$ cat src/rtl/sequential_divider_pkg.sv
// Shared types and constants for the signed sequential divider.
package seq_div_pkg;

    typedef enum logic [1:0] {
        IDLE   = 2'd0,
        RUN    = 2'd1,
        FINISH = 2'd2
    } state_t;

    localparam int unsigned W_DEFAULT = 32;

    // Step counter must hold 0..W.
    function automatic int unsigned cnt_width(input int unsigned w);
        return $clog2(w + 1);
    endfunction

    // Largest positive W-bit signed value, zero-extended to 64 bits (W <= 64).
    function automatic logic [63:0] sat_pos(input int unsigned w);
        return (64'd1 << (w - 1)) - 64'd1;
    endfunction

    // Most negative W-bit signed value as a W-bit pattern, zero-extended (W <= 64).
    function automatic logic [63:0] sat_neg(input int unsigned w);
        return 64'd1 << (w - 1);
    endfunction

endpackage

$ cat src/rtl/sequential_divider_if.sv
// Start/done handshake and operand/result bus of the sequential divider.
interface sequential_divider_if
    import seq_div_pkg::*;
#(
    parameter int unsigned W = W_DEFAULT
) ();

    logic             start;
    logic [2*W-1:0]   dividend;
    logic [W-1:0]     divisor;
    logic [W-1:0]     quotient;
    logic [W-1:0]     remainder;
    logic             done;
    logic             busy;
    logic             div_by_zero;
    logic             overflow;

    modport master (
        output start, dividend, divisor,
        input  quotient, remainder, done, busy, div_by_zero, overflow
    );

    modport slave (
        input  start, dividend, divisor,
        output quotient, remainder, done, busy, div_by_zero, overflow
    );

endinterface

$ cat src/rtl/sequential_divider_twos_abs.sv
// Conditional two's-complement negate: magnitude extraction and sign application.
module twos_abs #(
    parameter int unsigned N = 8
) (
    input  logic [N-1:0] a,
    input  logic         neg,
    output logic [N-1:0] y
);

    // Negate when requested; the most negative value maps onto itself as unsigned.
    assign y = neg ? (~a + N'(1)) : a;

endmodule

$ cat src/rtl/sequential_divider.sv
// Signed restoring divider, one quotient bit per clock: 2W-bit dividend / W-bit divisor.
// Optional SEQ_DIVIDER_SATURATE_EN: error results saturate the quotient instead of zeroing it.
module sequential_divider
    import seq_div_pkg::*;
#(
    parameter int unsigned W = W_DEFAULT
) (
    input  logic                  clk,
    input  logic                  rst,
    sequential_divider_if.slave   bus
);

    localparam int unsigned W2 = 2 * W;
    localparam int unsigned CW = cnt_width(W);

`ifdef SEQ_DIVIDER_SATURATE_EN
    localparam logic [W-1:0] SAT_POS = W'(sat_pos(W));
    localparam logic [W-1:0] SAT_NEG = W'(sat_neg(W));
`endif

    state_t          state_q, state_d;
    logic [CW-1:0]   cnt_q, cnt_d;
    logic            qneg_q, qneg_d;
    logic            rneg_q, rneg_d;
    logic            pend_dbz_q, pend_dbz_d;
    logic            pend_ovf_q, pend_ovf_d;
    logic [W-1:0]    dmag_q, dmag_d;
    logic [W-1:0]    part_q, part_d;
    logic [W-1:0]    shreg_q, shreg_d;
    logic [W-1:0]    quot_q, quot_d;
    logic [W-1:0]    rem_q, rem_d;
    logic            done_q, done_d;
    logic            busy_q, busy_d;
    logic            dbz_q, dbz_d;
    logic            ovf_q, ovf_d;

    logic [W2-1:0]   dd_abs;
    logic [W-1:0]    dv_abs;
    logic [W-1:0]    q_signed;
    logic [W-1:0]    r_signed;
    logic [W:0]      trial;
    logic            trial_ge;
    logic [W-1:0]    trial_diff;
    logic            range_ovf;
    logic            fin_ovf;
    logic [W-1:0]    err_quot;

    twos_abs #(.N(W2)) u_abs_dividend (.a(bus.dividend), .neg(bus.dividend[W2-1]), .y(dd_abs));
    twos_abs #(.N(W))  u_abs_divisor  (.a(bus.divisor),  .neg(bus.divisor[W-1]),   .y(dv_abs));
    twos_abs #(.N(W))  u_sign_quot    (.a(shreg_q),      .neg(qneg_q),            .y(q_signed));
    twos_abs #(.N(W))  u_sign_rem     (.a(part_q),       .neg(rneg_q),            .y(r_signed));

    // One restoring step: shift the next dividend bit into the partial remainder.
    assign trial      = {part_q, shreg_q[W-1]};
    assign trial_ge   = (trial >= {1'b0, dmag_q});
    assign trial_diff = W'(trial - {1'b0, dmag_q});

    // Quotient magnitude must fit the signed W-bit range for its final sign.
    assign range_ovf = qneg_q ? (shreg_q[W-1] & (|shreg_q[W-2:0])) : shreg_q[W-1];
    assign fin_ovf   = !pend_dbz_q && (pend_ovf_q || range_ovf);

    // Quotient reported on div_by_zero / overflow.
`ifdef SEQ_DIVIDER_SATURATE_EN
    assign err_quot = (pend_dbz_q ? rneg_q : qneg_q) ? SAT_NEG : SAT_POS;
`else
    assign err_quot = '0;
`endif

    // Next-state and next-register logic.
    always_comb begin
        state_d    = state_q;
        cnt_d      = cnt_q;
        qneg_d     = qneg_q;
        rneg_d     = rneg_q;
        pend_dbz_d = pend_dbz_q;
        pend_ovf_d = pend_ovf_q;
        dmag_d     = dmag_q;
        part_d     = part_q;
        shreg_d    = shreg_q;
        quot_d     = quot_q;
        rem_d      = rem_q;
        done_d     = done_q;
        busy_d     = busy_q;
        dbz_d      = dbz_q;
        ovf_d      = ovf_q;

        case (state_q)
            IDLE: begin
                if (bus.start) begin
                    qneg_d     = bus.dividend[W2-1] ^ bus.divisor[W-1];
                    rneg_d     = bus.dividend[W2-1];
                    dmag_d     = dv_abs;
                    part_d     = dd_abs[W2-1:W];
                    shreg_d    = dd_abs[W-1:0];
                    cnt_d      = '0;
                    pend_dbz_d = 1'b0;
                    pend_ovf_d = 1'b0;
                    done_d     = 1'b0;
                    dbz_d      = 1'b0;
                    ovf_d      = 1'b0;
                    busy_d     = 1'b1;
                    if (bus.divisor == '0) begin
                        pend_dbz_d = 1'b1;
                        state_d    = FINISH;
                    end else if (dd_abs[W2-1:W] >= dv_abs) begin
                        pend_ovf_d = 1'b1;
                        state_d    = FINISH;
                    end else begin
                        state_d    = RUN;
                    end
                end
            end
            RUN: begin
                part_d  = trial_ge ? trial_diff : trial[W-1:0];
                shreg_d = {shreg_q[W-2:0], trial_ge};
                cnt_d   = cnt_q + CW'(1);
                if (cnt_q == CW'(W - 1)) begin
                    state_d = FINISH;
                end
            end
            FINISH: begin
                dbz_d  = pend_dbz_q;
                ovf_d  = fin_ovf;
                if (pend_dbz_q || fin_ovf) begin
                    quot_d = err_quot;
                    rem_d  = '0;
                end else begin
                    quot_d = q_signed;
                    rem_d  = r_signed;
                end
                done_d  = 1'b1;
                busy_d  = 1'b0;
                state_d = IDLE;
            end
            default: begin
                state_d = IDLE;
            end
        endcase
    end

    // State and datapath registers; reset aborts any operation in flight.
    always_ff @(posedge clk or posedge rst) begin
        if (rst) begin
            state_q    <= IDLE;
            cnt_q      <= '0;
            qneg_q     <= 1'b0;
            rneg_q     <= 1'b0;
            pend_dbz_q <= 1'b0;
            pend_ovf_q <= 1'b0;
            dmag_q     <= '0;
            part_q     <= '0;
            shreg_q    <= '0;
            quot_q     <= '0;
            rem_q      <= '0;
            done_q     <= 1'b0;
            busy_q     <= 1'b0;
            dbz_q      <= 1'b0;
            ovf_q      <= 1'b0;
        end else begin
            state_q    <= state_d;
            cnt_q      <= cnt_d;
            qneg_q     <= qneg_d;
            rneg_q     <= rneg_d;
            pend_dbz_q <= pend_dbz_d;
            pend_ovf_q <= pend_ovf_d;
            dmag_q     <= dmag_d;
            part_q     <= part_d;
            shreg_q    <= shreg_d;
            quot_q     <= quot_d;
            rem_q      <= rem_d;
            done_q     <= done_d;
            busy_q     <= busy_d;
            dbz_q      <= dbz_d;
            ovf_q      <= ovf_d;
        end
    end

    assign bus.quotient    = quot_q;
    assign bus.remainder   = rem_q;
    assign bus.done        = done_q;
    assign bus.busy        = busy_q;
    assign bus.div_by_zero = dbz_q;
    assign bus.overflow    = ovf_q;

endmodule

$ cat src/flat_wrapper.sv
// flat-port wrapper written by rule: the top's interface ports become plain ports
module sequential_divider_flat import seq_div_pkg::*;
#(
    parameter int unsigned W = W_DEFAULT
)
  (clk, rst, bus_start, bus_dividend, bus_divisor, bus_quotient, bus_remainder, bus_done, bus_busy, bus_div_by_zero, bus_overflow);
  sequential_divider_if #(.W(W)) bus_i ();
  input  logic clk;
  input  logic rst;
  input wire logic [$bits(bus_i.start)-1:0] bus_start;
  input wire logic [$bits(bus_i.dividend)-1:0] bus_dividend;
  input wire logic [$bits(bus_i.divisor)-1:0] bus_divisor;
  output wire logic [$bits(bus_i.quotient)-1:0] bus_quotient;
  output wire logic [$bits(bus_i.remainder)-1:0] bus_remainder;
  output wire logic [$bits(bus_i.done)-1:0] bus_done;
  output wire logic [$bits(bus_i.busy)-1:0] bus_busy;
  output wire logic [$bits(bus_i.div_by_zero)-1:0] bus_div_by_zero;
  output wire logic [$bits(bus_i.overflow)-1:0] bus_overflow;
  assign bus_i.start = bus_start;
  assign bus_i.dividend = bus_dividend;
  assign bus_i.divisor = bus_divisor;
  assign bus_quotient = bus_i.quotient;
  assign bus_remainder = bus_i.remainder;
  assign bus_done = bus_i.done;
  assign bus_busy = bus_i.busy;
  assign bus_div_by_zero = bus_i.div_by_zero;
  assign bus_overflow = bus_i.overflow;
  sequential_divider #(.W(W)) u_core (.clk(clk), .rst(rst), .bus(bus_i));
endmodule
$ cat config.mk
export PLATFORM = sky130hd
export DESIGN_NAME = sequential_divider_flat
export DESIGN_NICKNAME = d
export VERILOG_FILES = /design/src/rtl/sequential_divider_pkg.sv /design/src/rtl/sequential_divider_if.sv /design/src/rtl/sequential_divider_twos_abs.sv /design/src/rtl/sequential_divider.sv /design/src/flat_wrapper.sv
export SDC_FILE = /design/constraint.sdc
export NUM_CORES = 1
export LEC_CHECK = 0
export ABC_AREA = 1
export CAP_MARGIN = 15
export CORE_AREA = 3 3 157 174
export CTS_BUF_LIST = sky130_fd_sc_hd__clkbuf_8
export DETAILED_ROUTE_END_ITERATION = 8
export DIE_AREA = 0 0 160 177
export GPL_ROUTABILITY_DRIVEN = 0
export HOLD_SLACK_MARGIN = 0.1
export PLACE_DENSITY = 0.88
export SETUP_SLACK_MARGIN = 0.02
export SLEW_MARGIN = 10
export SYNTH_ARGS = -nofsm -noshare
export SYNTH_HDL_FRONTEND = slang
export SYNTH_HIERARCHICAL = 1
export SYNTH_SLANG_ARGS = --single-unit
$ cat constraint.sdc
create_clock -name clk -period 11.05 [get_ports clk]
set_input_delay 2.21 -clock clk [delete_from_list [all_inputs] [get_ports clk]]
set_output_delay 2.21 -clock clk [all_outputs]
set_load 0.01 [all_outputs]
# After elaboration in Yosys (flattened, before gate mapping)
# Cells that the tools add are included.
[word_totals] reg_bits=176 latchBits=0 ram_bits=0 romBits=0 inputBits=99 out_inout_bits=68 elab_cells=75 memories=0
[classes] addsub=6 mul=0 div=0 order_cmp=2 eq_ne=5 shifts=0 n_mux=28 bitwise=6 reduce_logical=13
[ops] op="2-to-1 mux 32 bit" n=8
[ops] op="one-hot mux 32 bit (2 select lines)" n=2
[ops] op="adder 32 x 1 -> 32 bit, second input constant" n=3
[ops] op="NOT 32 bit" n=3
[ops] op="adder 64 x 1 -> 64 bit, second input constant" n=1
[ops] op="2-to-1 mux 64 bit" n=1
[ops] op="NOT 64 bit" n=1
[ops] op=">= comparator 33 x 32 -> 1 bit" n=1
[ops] op=">= comparator 32 bit" n=1
[ops] op="logical NOT 32 bit" n=1
[ops] op="subtractor 32 bit" n=1
[ops] op="OR reduction 31 bit" n=1
[ops] op="one-hot mux 6 bit (2 select lines)" n=1
[ops] op="2-to-1 mux 2 bit" n=4
[ops] op="one-hot mux 1 bit (2 select lines)" n=4
[ops] op="AND reduction 2 bit" n=4
[ops] op="adder 6 x 1 -> 6 bit, second input constant" n=1
[ops] op="equality test 6 x 5 -> 1 bit, second input constant" n=1
[ops] op="2-to-1 mux 1 bit" n=6
[ops] op="2-to-1 mux 6 bit" n=1
[ops] op="one-hot mux 2 bit (2 select lines)" n=1
[ops] op="nonzero test 2 bit" n=2
[ops] op="equality test 2 x 1 -> 1 bit, second input constant" n=1
[ops] op="equality test 2 bit, second input constant" n=1
[ops] op="8 further kinds" n=9

# Depth between registers and ports, before layout
# Gate-level depths: netlist of the first run.
[logic_depth] depth_word=8 ltp_mapped=23 mapped_depth_nobuf=23

# Modules after synthesis
# Netlist of the first run, hierarchy kept.
[by_module_without_submodules] mod="sequential_divider" instances=1 cells_each=1437 area_each_um2=10727.8
[by_module_without_submodules] mod="twos_abs at u_core.u_abs_divisor ..." instances=3 cells_each=227 area_each_um2=1108.6
[by_module_without_submodules] mod="twos_abs at u_core.u_abs_dividend" instances=1 cells_each=498 area_each_um2=2466.1

# Worst setup path after synthesis of the first run
# Ideal clock, no wire load.
[synth_timing] kind="input to register" start="input port bus_dividend[0]" end="register u_core.state_q[0]" setup_time_ps=128 arrival_ps=4221 t_required_ps=10922 setup_slack_ps=6702 stages=19 n_path_buf=0 cell_sequence="inv_1 > ha_1 > nand3_4 > nor2_1 > nand2_1 > o21ai_4 > nand3_1 > nand2_1 > nand2_1 > ha_1 > nand2_1 > nor2_1 > nand4_1 > nor2_1 > nand4_1 > nand3_1 > nor2_1 > nand2_1 > nand2_1"
[synth_between] elab_chain_cells=8
[synth_lines] element="from (decl)" line="flat_wrapper.sv:11" source="input wire logic [$bits(bus_i.dividend)-1:0] bus_dividend;"
[synth_lines] element="NOT 64 bit" line="sequential_divider_twos_abs.sv:11" source="assign y = neg ? (~a + N'(1)) : a;"
[synth_lines] element="adder 64 x 1 -> 64 bit" line="sequential_divider_twos_abs.sv:11"
[synth_lines] element="2-to-1 mux 64 bit" line="sequential_divider_twos_abs.sv:11"
[synth_lines] element="named net u_core.dd_abs[62]" line="sequential_divider.sv:37" source="logic [W2-1:0] dd_abs;"
[synth_lines] element=">= comparator 32 bit" line="sequential_divider.sv:105" source="end else if (dd_abs[W2-1:W] >= dv_abs) begin"
[synth_lines] element="2-to-1 mux 2 bit" line="sequential_divider.sv:105"
[synth_lines] element="2-to-1 mux 2 bit" line="sequential_divider.sv:102" source="if (bus.divisor == '0) begin"
[synth_lines] element="2-to-1 mux 2 bit" line="sequential_divider.sv:89" source="if (bus.start) begin"
[synth_lines] element="one-hot mux 2 bit (2 select lines)" line="sequential_divider.sv:87" source="case (state_q)"
[synth_lines] element="to (signal assigned)" line="sequential_divider.sv:160" source="state_q <= state_d;"
[synth_lines] element="to (decl)" line="sequential_divider.sv:21" source="state_t state_q, state_d;"
# The timed path passes the listed nets, and every way through them passes these cells. The select of a mux whose other input is x is not followed.
# A chain may end at the register's enable or synchronous reset.

# Worst setup path after layout of the first run
[layout_timing] start="input port bus_dividend[63]" end="register u_core.state_q[0]"
[layout_lines] element="2-to-1 mux 64 bit" line="sequential_divider_twos_abs.sv:11"
[layout_lines] element="named net u_core.dd_abs[59]" line="sequential_divider.sv:37"
[layout_lines] element=">= comparator 32 bit" line="sequential_divider.sv:105"
[layout_lines] element="2-to-1 mux 2 bit" line="sequential_divider.sv:105"
[layout_lines] element="2-to-1 mux 2 bit" line="sequential_divider.sv:102"
[layout_lines] element="2-to-1 mux 2 bit" line="sequential_divider.sv:89"
[layout_lines] element="one-hot mux 2 bit (2 select lines)" line="sequential_divider.sv:87"
# The timed path passes the listed nets, and every way through them passes these cells. The select of a mux whose other input is x is not followed.

==> results.txt, run 1 <==
- Run status: complete, but fails checks
- Violated checks: DRC
- At the worst endpoint, the arrival time is 5.46 ns.
- Area occupied by multi-input gates: ~11000 sq um
- Mean Syn Cell Area: ~6.3 sq um
- Detailed-route vias per instance: a little under 6
- The detail route stage leaves a number of antenna-violating nets equal to 0.
- Measured along the x axis, the die boundary spans approximately 160 um.
* Count of cells resized by post-cts repair: 0
- Worst relative slew slack: approximately 30%
- Clock buffers created by TritonCTS: 17
- Worst slew pin tran: ~1.0 ns
* Floorplan core area: around 25000 sq um
* Final setup vio count: 0
* Initial antenna violation count: 0
* Category of the worst setup path launch point: input pin
- Synthesis inferred 176 register bits.
- Total via count after detailed routing: between 15000 and 20000
- Of the cells placed in the final design, the portion with a size suffix greater than 1 is 7.289%.
* TritonCTS clock tree: done
- Half-perimeter wire length after detailed placement: 39.65 mm
- Footprint of the flip-flops and latches: around 4400 sq um
* Multiplexer area fraction after synthesis: 0%
* Ordered cell list for the critical path: buf_2, buf_4, inv_1, nor2_1, nor2_8, nand3_1, nand2_1, ha_1, nand2_1, inv_1, o21ai_0, nand2_1, nand2_1, o211ai_1, a21oi_1, nand3_1, nor2_1, nand2_1, nand2_1
- During synthesis, Yosys emitted a total of 6 warnings.
- Final nets: 2900
- Top Ports: about 170
- After layout, the worst setup slack is around 6 ns.
- Largest net degree at the start of global routing: ~120
* Critical Path Fanout Max: 67
- Summed over all cells, the static leakage comes to roughly 0.0092 uW.
- Finished Core Util: between 70 and 80%
* Class of the tightest hold or removal check: reg2reg
- DRC violation total after the first TritonRoute iteration: a little over 2000
- Dominant cell type by area after synthesis: sky130_fd_sc_hd__dfrtp_1
* Number of max-capacitance violations reported: 0
* Final global-route overflow total: 0
- Port-buffer cells: 166
- Summed over its instances, the top area cell type makes up between 20% and 30% of the synthesized netlist area.
- The routed design has between 50 and 60 mm of wire.
- Static timing analysis puts the maximum clock frequency at 0.1977 GHz.
- Global-route total usage across every layer: between 30% and 40%
* Floorplan die height: between 150 and 200 um
- # DRC: 2
- Starting density of the core: 64.80%
- The longest clock path from root to sink contains 2 buffers.
* Die area: approximately 28000 sq um
- Setup repair after global routing left no endpoint under its margin.
* Depth of the CTS H-tree: 4
- Final period util: roughly 46%
- Dividing total power by cell area gives a power density of 265.3 nW/um^2.
* Number of hold buffers added after cts: 0
* Cell repeated most along the worst path: sky130_fd_sc_hd__nand2_1
- Data required time of the worst path: about 11 ns
- Post-Route Skew: about 0.015 ns
* Wire length of the first global-routing pass: between 80 and 90 mm
* Count of cell types in the netlist: 50
- Once the clock tree was built, the setup fixing pass inserted 0 buffers.
- Simple-Gate Fraction of Synth Area: ~45%
- The clock period could shrink to roughly 5 ns.
* 1st-pass router iterations: 9
- Adding up every negative setup slack in the final design gives 0 ns.
- Root buffer selected by CTS: sky130_fd_sc_hd__clkbuf_8
- The synthesized netlist devotes roughly 5.0% of its cell area to XOR and XNOR gates.
- CTS clk-pin slew, worst paths: 0.09 ns
- The share of the Yosys chip area taken by registers is around a quarter.
- Number of inserted filler cells in the final layout: about 2100
- In this design, the stage delay of the slowest critical-path cell is between 0.5 and 0.6 ns.
- For this design, the slowest cell found on the critical path is sky130_fd_sc_hd__buf_4.
- IR analysis of the VDD net gives a maximum drop of 0.1306 mV.
- Clock latency on the worst-skew pair: 0.47 ns
- Top cells by area in the synthesized netlist: sky130_fd_sc_hd__dfrtp_1 27%, sky130_fd_sc_hd__nand2_1 20%, sky130_fd_sc_hd__nor2_1 7.8%
- Area grow syn2layout: 13.10%
- In this run the cell area of the synthesized design comes to 16520 sq um.
- Worst setup path category: in2reg
- In the synthesized netlist, the number of instances is between 2000 and 3000.
- Counting every net in the synthesized netlist gives 2785.
- Final number of max-transition violations: 0
- After Yosys synthesis, full adders, half adders and majority gates account for under 10% of the synthesized area.
* Total count of hold-check failures in the final report: 0
- STA classifies the critical path endpoint as a flip-flop.
- Synth Area in Compound Gates: under 10%
* Worst Setup Slack post-DPL: ~5.4 ns
* Cell row count: just over 60
- Sink count of the clock tree: around 180
- The via count of the first global-routing pass came to approximately 16000.
- After detailed routing, the average wire length per cell comes to between 15 and 20 um.
* Main combinational cell family by area after synthesis: simple AND/OR/NAND/NOR gates
-- registers in the layout (all words and copies together), names as in the netlist, 2 cells and up --
| name | flops |
|---|---|
| u_core/bus.quotient | 32 |
| u_core/bus.remainder | 32 |
| u_core/dmag_q | 32 |
| u_core/part_q | 32 |
| u_core/shreg_q | 32 |
| u_core/cnt_q | 6 |
| u_core/state_q | 2 |
-- synthesized netlist by cell type (all sizes together) --
| master | number |
|---|---|
| inv | 296 |
| a32o | 1 |
| nand3b | 10 |
| a31oi | 1 |
| fa | 1 |
| a22oi | 1 |
| nor2 | 413 |
| o31ai | 1 |
| o21ai | 127 |
| o21a | 4 |
| buf | 48 |
| nand2 | 930 |
| o21bai | 7 |
| a21o | 2 |
| dfrtp | 176 |
| o22ai | 32 |
| nand4 | 116 |
| or2 | 8 |
| o211ai | 3 |
| ha | 69 |
| nor4 | 20 |
| a21oi | 76 |
| clkbuf | 31 |
| nor3 | 6 |
| xor2 | 45 |
| nand3 | 142 |
| a221oi | 1 |
| xnor2 | 49 |
-- logic make-up after synthesis --
| group | after synthesis |
|---|---|
| compound gates | 256 |
| xor+xnor | 94 |
| fa+ha+maj | 70 |
| buf+inv | 375 |
| flops | 176 |
| simple gates | 1645 |
-- area by class of cell --
| type | instances | share of cell area (%) |
|---|---|---|
| sequential | 176 | 23.57 |
| timing repair buffer | 175 | 9.268 |
| clock inverter | 15 | 0.7165 |
| inverter | 296 | 6.054 |
| antenna | 1 | 0.01339 |
| multi-input combinational | 2065 | 56.81 |
| clock buffer | 17 | 1.252 |
| tap | 346 | 2.317 |
-- path summary, 6_finish.rpt --
check	from	to	slack [ns]	cells past startpoint
min in group asynchronous	rst	u_core/bus.remainder[5]	2.37	2
max	bus_dividend[63]	u_core/state_q[0]	5.99	19
min reg2reg	u_core/cnt_q[3]	u_core/cnt_q[3]	0.48	1
min	u_core/cnt_q[3]	u_core/cnt_q[3]	0.48	1
max reg2reg	u_core/part_q[15]	u_core/part_q[0]	8.04	12
max in group asynchronous	rst	u_core/dmag_q[21]	7.39	3
-- critical path: cells and delay by family --
family	cells	cell delay (ns)
AO/OA/AOI/OAI	3	0.33
buffers and inverters	4	1.13
AND/OR/NAND/NOR	11	1.42
adder cells (fa/ha/maj)	1	0.34
-- per-stage QoR --
step	power (uW)	std cells	hold WS, ns	instance area (sq um)
after detailed placement	4419	3057	0.4617	18300
after global routing	5350	3090	0.5040	18680
after CTS	4862	3089	0.4798	18670
after floorplan	3553	2616	0.4338	16520
after global placement	4319	3057	0.4587	18300
final	4958	3091	0.4827	18680
-- power by group --
group	internal [uW]	switching [uW]
Clock	181	244
Sequential	919	388
Combinational	1160	2060
-- cells in the final DEF, fill, tap and decap left out, drive strengths merged, types with 2 or more instances in the layout --
master,n
nand2,930
nor2,413
inv,302
dfrtp,176
clkdlybuf4s50,165
nand3,142
o21ai,127
nand4,116
a21oi,76
ha,69
xnor2,49
xor2,45
o22ai,32
nor4,20
clkbuf,17
nand3b,10
buf,10
or2,8
o21bai,7
clkinv,7
nor3,6
o21a,4
o211ai,3
a21o,2
-- layer usage --
| metal | vias to the layer above | GRT usage, % | share of wire [%] |
|---|---|---|---|
| li1 | 8615 | - | - |
| met1 | 8224 | 45.44 | 40 |
| met2 | 1094 | 56.23 | 45 |
| met3 | 205 | 5.219 | 10 |
| met4 | 0 | 18.16 | 5.5 |
| met5 | - | 0 | 0 |
No activity file was read; power rests on OpenSTA's default activity.
==> inputs of run 2 (changes only) <==
CORE_AREA = 3 3 163 181   (was 3 3 157 174)
DIE_AREA = 0 0 166 184   (was 0 0 160 177)
PLACE_DENSITY = 0.82   (was 0.88)
clock period = 5 ns   (was 11.05 ns; I/O delays follow)
==> run 2 against run 1 <==
Net effect:
- the run now ends clean
- global-route usage shrank 1.7 points
- setup slack got worse by 4.7 ns
- sequential power up 120%
- sequential share of layout area hardly changed
- first-iteration DRC count rose by 7.9%
- design area rose by 0.19%
- final cell count rose by 0.55%
- clock skew grew 0.0041 ns
- combinational power increased by 120%
- largest power group unchanged
==> results.txt, run 2 (synthesis results as in run 1) <==
* Power per unit of standard cell area: 583.4 nW/um^2 (+120%)
* Critical Path Fanout Max: 6 (-91%)
* Vias in the first global route: 16500 (+0.0061%)
- The number of antenna violations at the first check in global routing is 1 (+1).
- Internal: 5001 uW (+120%)
* Root buffer selected by CTS: sky130_fd_sc_hd__clkbuf_8
* Floorplan core area: 27790 sq um (+9.0%)
- Port-buffer cells: 166 (unchanged)
- The fraction of layout instances using a drive strength above 1 came to 7.359% (+0.070 points).
- The power dissipated by switching net loads came to 5920 uW (+120%).
* Half-perimeter wire length after detailed placement: 40.63 mm (+2.5%)
* Number of max-capacitance violations reported: 0 (unchanged)
- Worst Min Path Start: u_core/cnt_q[3]
- The total routing usage reported by global routing was 33.05% (-1.7 points).
* Number of inserted filler cells in the final layout: 2484 (+16%)
- The clock-pin slew reported for the worst setup and hold paths after clock tree synthesis was 0.09 ns (about the same).
* Part of the total power dissipated in combinational logic: 64.9% (-0.2 points)
- The total die area was 30540 sq um (+7.9%).
* Average detailed-routed wire length per instance: 16.48 um (+1.2%)
- The area growth from synthesis to layout is 13.32%.
* Clock latency on the worst-skew pair: 0.49 ns (+0.02 ns)
- The number of placed I/O pins was 167 (unchanged).
- The number of diodes added for antenna fixing was 0 (-1).
- Class of the tightest hold or removal check: reg2reg
* Worst setup path category: in2reg
- Subtracting the final worst setup slack from the clock period gives 3.678 ns.
- The count of final setup violators came to 0 (unchanged).
* Number of buffers on the longest clock path: 2 (unchanged)
* Data arrival time at the worst-slack endpoint: 4.04 ns (-1.42 ns)
- Static timing analysis puts the maximum clock frequency at approximately 0.27 GHz.
- The starting density of the core came to 59.45% (-5.4 points).
- Startpoint of the worst setup timing path: bus_dividend[0]
* Data required time of the worst path: 5.36 ns (-6.10 ns)
* 1st-pass router iterations: 6 (-3)
- Proportion of power drawn by the clock network: 8.7% (about the same)
- Wire length of the first global-routing pass: 82.84 mm (+2.6%)
- Leakage Power: 0.009179 uW (+0.13%)
* Post-layout power: 10920 uW (+120%)
- DRC violation total after the first TritonRoute iteration: 2192 (+7.9%)
- Detailed-route vias per instance: 5.747 (-2.1%)
- The pin count of the biggest net entering global routing is 124 (+1.6%).
* Number of hold buffers added after cts: 0 (unchanged)
- In this run the critical register-to-register path is launched from u_core/part_q[18].
- Total negative slack for setup checks: 0 ns (unchanged)
- Worst VDD drop: 0.3015 mV (+130%)
- The clock buffer count from CTS was 17 (unchanged).
- Wire length reported by the detailed router: 51.22 mm (+1.8%)
- The actual transition at the worst max-transition pin is 1.059 ns (+0.01181 ns).
- The layout net count was 2901 (+0.034%).
- Floorplan die height: 184 um (+4.0%)
* Category of the worst setup path launch point: input pin
- Leading cell type in the layout, fill and taps excluded: sky130_fd_sc_hd__nand2_1
* Cell row count: 64 (+4.9%)
- Setup repair after global routing left no endpoint under its margin.
- Run status: completed
- Sw Share: 54.20% (-0.13 points)
- The worst setup path is captured at a flip-flop.
* Die X: 166 um (+3.8%)
- The max-slew violation total from the final report came to 0 (unchanged).
- The sequential group share of total power was 26.4% (about the same).
- The post-cts repair resize count came to 0 (unchanged).
- Post-route ant nets: 0 (unchanged)
- Final global-route overflow total: 0 (unchanged)
- Final period util: between 70% and 80%
- The headroom to the max-slew limit was 29.31% (-0.79 points).
- Sink count of the clock tree: 176 (unchanged)
- Total via count after detailed routing: 17860 (-1.5%)
* Postcts setup bufs: 0 (unchanged)
- Leading cell types in the layout, fill and taps excluded: 899 x sky130_fd_sc_hd__nand2_1, 341 x sky130_fd_sc_hd__nor2_1, 279 x sky130_fd_sc_hd__inv_1
- TritonCTS built the clock tree.
- The hold violation total from the final report was 0 (unchanged).
- The number of remaining DRC errors was 0 (-2).
- Depth of the CTS H-tree: 4 (unchanged)
- The worst clock skew on the final layout was 0.01872 ns (+0.004129 ns).
-- run 2: layout make-up --
type | instances | area (sq um) | share of cell area, %
multi-input combinational | 2065 | 10610 | 56.67
sequential | 176 | 4404 | 23.53
timing repair buffer | 176 | 1757 | 9.384
inverter | 296 | 1130 | 6.036
tap | 363 | 454.2 | 2.426
clock buffer | 17 | 234.0 | 1.250
clock inverter | 15 | 131.4 | 0.7018
-- run 2: worst paths after layout --
kind / end / slack, ns / depth (start not counted)
max: u_core/state_q[0] / 1.32 / 22
min: u_core/cnt_q[3] / 0.48 / 1
max reg2reg: u_core/part_q[0] / 2.08 / 15
min reg2reg: u_core/cnt_q[3] / 0.48 / 1
max in group asynchronous: u_core/part_q[13] / 3.39 / 3
min in group asynchronous: u_core/bus.remainder[5] / 1.06 / 3
-- run 2: critical path, stage by stage --
cell	delay (ns)
sky130_fd_sc_hd__clkdlybuf4s50_1	0.45
sky130_fd_sc_hd__inv_1	0.11
sky130_fd_sc_hd__ha_1	0.23
sky130_fd_sc_hd__nand3_4	0.15
sky130_fd_sc_hd__nor2_4	0.17
sky130_fd_sc_hd__nand3_4	0.11
sky130_fd_sc_hd__o21ai_4	0.27
sky130_fd_sc_hd__nand2_1	0.10
sky130_fd_sc_hd__nand2_1	0.08
sky130_fd_sc_hd__nand2_1	0.19
sky130_fd_sc_hd__ha_1	0.36
sky130_fd_sc_hd__nand2_1	0.05
sky130_fd_sc_hd__nor2_1	0.15
sky130_fd_sc_hd__nand2_1	0.07
sky130_fd_sc_hd__nand3_1	0.07
sky130_fd_sc_hd__nand2_1	0.05
sky130_fd_sc_hd__nand2_1	0.06
sky130_fd_sc_hd__nand2_1	0.06
sky130_fd_sc_hd__nand3_1	0.11
sky130_fd_sc_hd__nor2_1	0.07
sky130_fd_sc_hd__nand2_1	0.07
sky130_fd_sc_hd__nand2_1	0.05
-- run 2: power by group through the flow --
stage | clock [uW] | combinational (uW) | sequential (uW)
floorplan | 0 | 5230 | 2630
global placement | 0 | 6760 | 2850
detailed placement | 0 | 6900 | 2870
CTS | 966 | 6960 | 2840
global route | 1030 | 7880 | 2960
finish | 950 | 7090 | 2880
-- run 2: routing by layer --
| layer | GRT usage [%] | share of wire, % |
|---|---|---|
| met1 | 43.24 | 41 |
| met2 | 52.96 | 44 |
| met3 | 5.161 | 9.7 |
| met4 | 18.00 | 5.8 |
| met5 | 0 | 0.029 |
-- run 2: per-stage QoR --
step | hold WS [ns] | setup slack, ns | area (sq um) | instances | utilization (%)
after floorplan | 0.4338 | 1.747 | 16520 | 2616 | -
after global placement | 0.4531 | 0.9503 | 18350 | 3076 | 66.05
after detailed placement | 0.4547 | 0.9524 | 18350 | 3076 | 66.05
after CTS | 0.4755 | 1.466 | 18720 | 3108 | 67.37
after global routing | 0.4926 | 1.096 | 18720 | 3108 | 67.37
final | 0.4754 | 1.322 | 18720 | 3108 | 67.37
